[src/rtl/display_arbiter.sv]
// Two-source round-robin arbiter for a shared seven-segment display.
// A granted source keeps the display for at least HOLD_CYCLES clocks.
module display_arbiter #(
  parameter int HOLD_CYCLES = 50000000
) (
  input  logic        clk,
  input  logic        rst,
  input  logic        req0,
  input  logic [15:0] word0,
  input  logic        req1,
  input  logic [15:0] word1,
  output logic        gnt0,
  output logic        gnt1,
  output logic [15:0] word2display,
  output logic        busy
);

  typedef enum logic [1:0] {IDLE, HOLD0, HOLD1} state_t;

  localparam logic [25:0] HOLD_MAX = 26'(HOLD_CYCLES - 1);

  state_t      state_q, state_d;
  logic        last_q, last_d;
  logic [25:0] cnt_q, cnt_d;
  logic        gnt0_q, gnt0_d;
  logic        gnt1_q, gnt1_d;
  logic        busy_q, busy_d;
  logic [15:0] word_q, word_d;
  logic        expired;

  assign expired = (cnt_q == HOLD_MAX);

  // last_q resets to 1 so that source 0 wins the first tie
  always_ff @(posedge clk or posedge rst) begin
    if (rst) begin
      state_q <= IDLE;
      last_q  <= 1'b1;
      cnt_q   <= '0;
      gnt0_q  <= 1'b0;
      gnt1_q  <= 1'b0;
      busy_q  <= 1'b0;
      word_q  <= 16'h0000;
    end else begin
      state_q <= state_d;
      last_q  <= last_d;
      cnt_q   <= cnt_d;
      gnt0_q  <= gnt0_d;
      gnt1_q  <= gnt1_d;
      busy_q  <= busy_d;
      word_q  <= word_d;
    end
  end

  always_comb begin
    state_d = state_q;
    last_d  = last_q;
    cnt_d   = cnt_q;
    case (state_q)
      IDLE: begin
        cnt_d = '0;
        if (req0 && (!req1 || last_q)) begin
          state_d = HOLD0;
          last_d  = 1'b0;
        end else if (req1) begin
          state_d = HOLD1;
          last_d  = 1'b1;
        end
      end
      HOLD0: begin
        if (!expired) begin
          cnt_d = cnt_q + 26'd1;
        end else if (req1) begin
          state_d = HOLD1;
          last_d  = 1'b1;
          cnt_d   = '0;
        end else if (!req0) begin
          state_d = IDLE;
          cnt_d   = '0;
        end
      end
      HOLD1: begin
        if (!expired) begin
          cnt_d = cnt_q + 26'd1;
        end else if (req0) begin
          state_d = HOLD0;
          last_d  = 1'b0;
          cnt_d   = '0;
        end else if (!req1) begin
          state_d = IDLE;
          cnt_d   = '0;
        end
      end
      default: begin
        state_d = IDLE;
        cnt_d   = '0;
      end
    endcase
  end

  // The display word follows the current owner one cycle behind its grant
  always_comb begin
    gnt0_d = (state_d == HOLD0);
    gnt1_d = (state_d == HOLD1);
    busy_d = gnt0_d | gnt1_d;
    word_d = word_q;
    if (gnt0_q) begin
      word_d = word0;
    end else if (gnt1_q) begin
      word_d = word1;
    end
  end

  assign gnt0         = gnt0_q;
  assign gnt1         = gnt1_q;
  assign busy         = busy_q;
  assign word2display = word_q;

endmodule

[config.mk]
export PLATFORM = sky130hd
export DESIGN_NAME = display_arbiter
export DESIGN_NICKNAME = d
export VERILOG_FILES = /design/src/rtl/display_arbiter.sv
export SDC_FILE = /design/constraint.sdc
export NUM_CORES = 1
export LEC_CHECK = 0
export ABC_AREA = 1
export CAP_MARGIN = 20
export CELL_PAD_IN_SITES_DETAIL_PLACEMENT = 2
export CELL_PAD_IN_SITES_GLOBAL_PLACEMENT = 2
export CORE_ASPECT_RATIO = 2
export CORE_UTILIZATION = 31
export DETAILED_ROUTE_END_ITERATION = 10
export GPL_ROUTABILITY_DRIVEN = 0
export PLACE_DENSITY = 0.85
export SETUP_SLACK_MARGIN = 0.5
export SKIP_CTS_REPAIR_TIMING = 1
export SLEW_MARGIN = 20
export SYNTH_ARGS = -nofsm -noshare
export SYNTH_HDL_FRONTEND = slang
export SYNTH_SLANG_ARGS = --single-unit
[constraint.sdc]
create_clock -name clk -period 5.2 [get_ports clk]
set_input_delay 1.04 -clock clk [delete_from_list [all_inputs] [get_ports clk]]
set_output_delay 1.04 -clock clk [all_outputs]
set_load 0.01 [all_outputs]
==> out/qor.yml <==
sta:
  timing.clock.skew_ps: 4.26
  fin_crit_ps: 2790
  final.setup.tns_ps: 0
  worst_pin_slew_ps: 703
  finalHoldWorstSlack_ps: 492
  max_slew_margin: 0.531
  setup_viol_count_final: 0
  hold_viol_final: 0
  achievable-frequency_mhz: 358
  timing.final.max_slew_violations: 0
  rsz0062_at_grt: "false"
  post-route-period-util: 0.537
finish:
  final_layout_size_suffix_gt1_frac: 0.0864
  layout.cells.most_common: "nand2_1"
  syn2layout_area_growth_pct: 30.6
  utilization: 0.419
  layoutNonFillerInstCount: 503
  commonest_non_fill_non_tap_cells_in_the_layout: "115 x nand2_1, 54 x clkdlybuf4s50_1, 47 x dfrtp_1, 36 x nand3_1"
  final_cell_area_mm2: 0.00350
  n_antenna_cell: 0
  design.final.nets: 448
routing:
  drt-pass1-iter-count: 4
  avgViaCountPerCell: 5.20
  finalWirelength_mm: 9.47
  route.vias.total: 2617
  detail-route-antenna-nets: 0
  drc: 0
  route.detailed.wl_per_inst_um: 18.8
  drtIter0Drc: 100
clock_network:
  clk_transition_reported_paths_ps: 70
  tritoncts.num_buffers: 5
  clkSinkCount: 48
  cts.htree.levels: 2
  ctsLongestPathBuffers: 2
  clockRootBuffer: "clkbuf_16"
  clk-insertion-delay-late_ps: 290
  tritoncts: "done"
grt:
  grt_remaining_overflow: 0
  grt_antenna_before_repair: 0
  grt_pass1_wl_mm: 15.0
  number_of_global_route_vias_before_repair: 2934
  global_route.usage.total: 0.231
  pin_count_of_the_biggest_net_entering_global_routing: 49
critical_path:
  worstSetupPathType: "reg -> out"
  critical_path.endpoint_type: "output pin"
  critical_path.n_buffers_inverters: 1
  reg2reg_depth: 13
  required_ps: 4160
  cell_chain_critical_path: "clkdlybuf4s50_1"
  cp_top_family: "flip-flops"
  crit_path_start_kind: "register"
  crit_fanout: 19
  critical_path_depth: 1
  crit_path_top_delay_cell: "dfrtp_1"
  worst_path_largest_cell_delay_ps: 790
  cp.arrival_ps: 1750
worst_hold_path:
  hold_depth: 2
  hp-class: "reg -> reg"
yosys:
  ys.warnings.count: 0
  dominantRegCellSynth: "dfrtp_1"
  postSynthRegisterBits: 48
  synth_enable_flop_cells: 0
  post_synthesis_async_set_or_reset_flop_share: 1.00
  syn-mean-instance-area_um2: 7.64
  synth.distinct_cells: 33
  seq_area_frac_synth: 0.449
  syn_nets: 394
  synthesized_instance_count: 351
  syn-cell-area_mm2: 0.00268
power_and_ir_drop:
  power.combinational.fraction: 0.387
  switchingPower_mw: 0.571
  internal-power_mw: 1.00
  peakVddDrop_mv: 0.287
  power_density_mw_per_mm2: 450
  sw_frac_of_total: 0.363
  power_share_of_the_sequential_group: 0.348
  pwr-share-clk: 0.265
  cellLeakagePower_nw: 1.57
placement:
  number_of_cells_in_the_design_after_placement: 496
  dpl-instance-area_mm2: 0.00331
  detailedPlacementHpwl_mm: 6.95
  port_buffers: 54
status:
  run_status: "completed"
job:
  max_cap_violations: 0
die:
  io_pins: 55
  dieArea_mm2: 0.00904
  die-height_um: 133
  cell_row_count: 47
  floorplan.core_area_mm2: 0.00835
  initial_utilization: 0.321
  die_x_um: 67.7
==> layout make-up <==
type	count	area [µm²]
multi-input cells	262	1320
clock inverters	2	60.1
inverters	33	124
flip-flops and latches	48	1200
fillers	978	4850
well taps	98	123
repair buffers	55	548
clock buffers	5	125
==> power by group through the flow <==
stage               clock network (mW)  logic [mW]  registers, mW
floorplan                            0       0.316          0.558
global placement                     0       0.586          0.549
detailed placement                   0       0.611          0.555
CTS                              0.427       0.624          0.553
global route                     0.437       0.674          0.563
finish                           0.418       0.610          0.548
==> synthesized netlist by cell type (2+ instances only) <==
cell type | n | area share
nand2_2 | 3 | 0.0070
xor2_1 | 5 | 0.016
nor2_2 | 3 | 0.0070
nand4_1 | 9 | 0.021
buf_2 | 3 | 0.0056
nor2_4 | 4 | 0.017
inv_2 | 5 | 0.0070
inv_1 | 28 | 0.039
o21ai_0 | 10 | 0.019
dfrtp_1 | 47 | 0.44
clkbuf_1 | 4 | 0.0056
nand3_2 | 3 | 0.011
a31oi_1 | 2 | 0.0047
nand2_1 | 115 | 0.16
or2_2 | 2 | 0.0047
xnor2_1 | 3 | 0.0098
nor3_2 | 2 | 0.0075
o21ai_1 | 7 | 0.013
ha_1 | 7 | 0.033
o21bai_1 | 2 | 0.0056
nor3_1 | 3 | 0.0056
nor2_1 | 29 | 0.041
nand3_1 | 36 | 0.067
a21oi_1 | 10 | 0.019
==> through the flow <==
step / worst slack (ps) / total power [mW]
floorplan: 3020 / 0.875
global placement: 2610 / 1.14
detailed placement: 2500 / 1.17
CTS: 2340 / 1.60
global route: 2320 / 1.67
finish: 2410 / 1.58
==> path summary, 6_finish.rpt <==
path | slack, ps | from | endpoint
worst max-delay path | 2410 | gnt0$_DFF_PP0_ | gnt0
worst min-delay path | 490 | last_q$_DFFE_PP1P_ | last_q$_DFFE_PP1P_
worst max register to register | 3100 | cnt_q[0]$_DFFE_PP0P_ | gnt0$_DFF_PP0_
worst min register to register | 490 | last_q$_DFFE_PP1P_ | last_q$_DFFE_PP1P_
max in group asynchronous | 3500 | rst | cnt_q[18]$_DFFE_PP0P_
min in group asynchronous | 1260 | rst | word2display[8]$_DFFE_PP0P_
==> routing by layer <==
metal | GRT usage | vias to the layer above | routed length (µm)
met5 | 0 | - | 0
met4 | 0.103 | 0 | 365
met3 | 0.0308 | 22 | 153
met2 | 0.448 | 42 | 5780
met1 | 0.222 | 1320 | 3170
li1 | - | 1233 | -
==> cell families (layout without fill, tap and decap cells) <==
family | after synthesis | in the layout | share of synthesized area
compound gates | 36 | 36 | 0.0742
flops | 48 | 48 | 0.449
simple gates | 211 | 211 | 0.357
fa+ha+maj | 7 | 7 | 0.0327
buf+inv | 41 | 95 | 0.0616
xor+xnor | 8 | 8 | 0.0261
==> flip-flops by register name, indices dropped and copies added, names as in the netlist <==
signal and cells:
gnt1 1, busy 1, last_q 1, cnt_q 26
word2display 16, gnt0 1, state_q 2
Note: power is estimated with default switching activity, not from simulation.
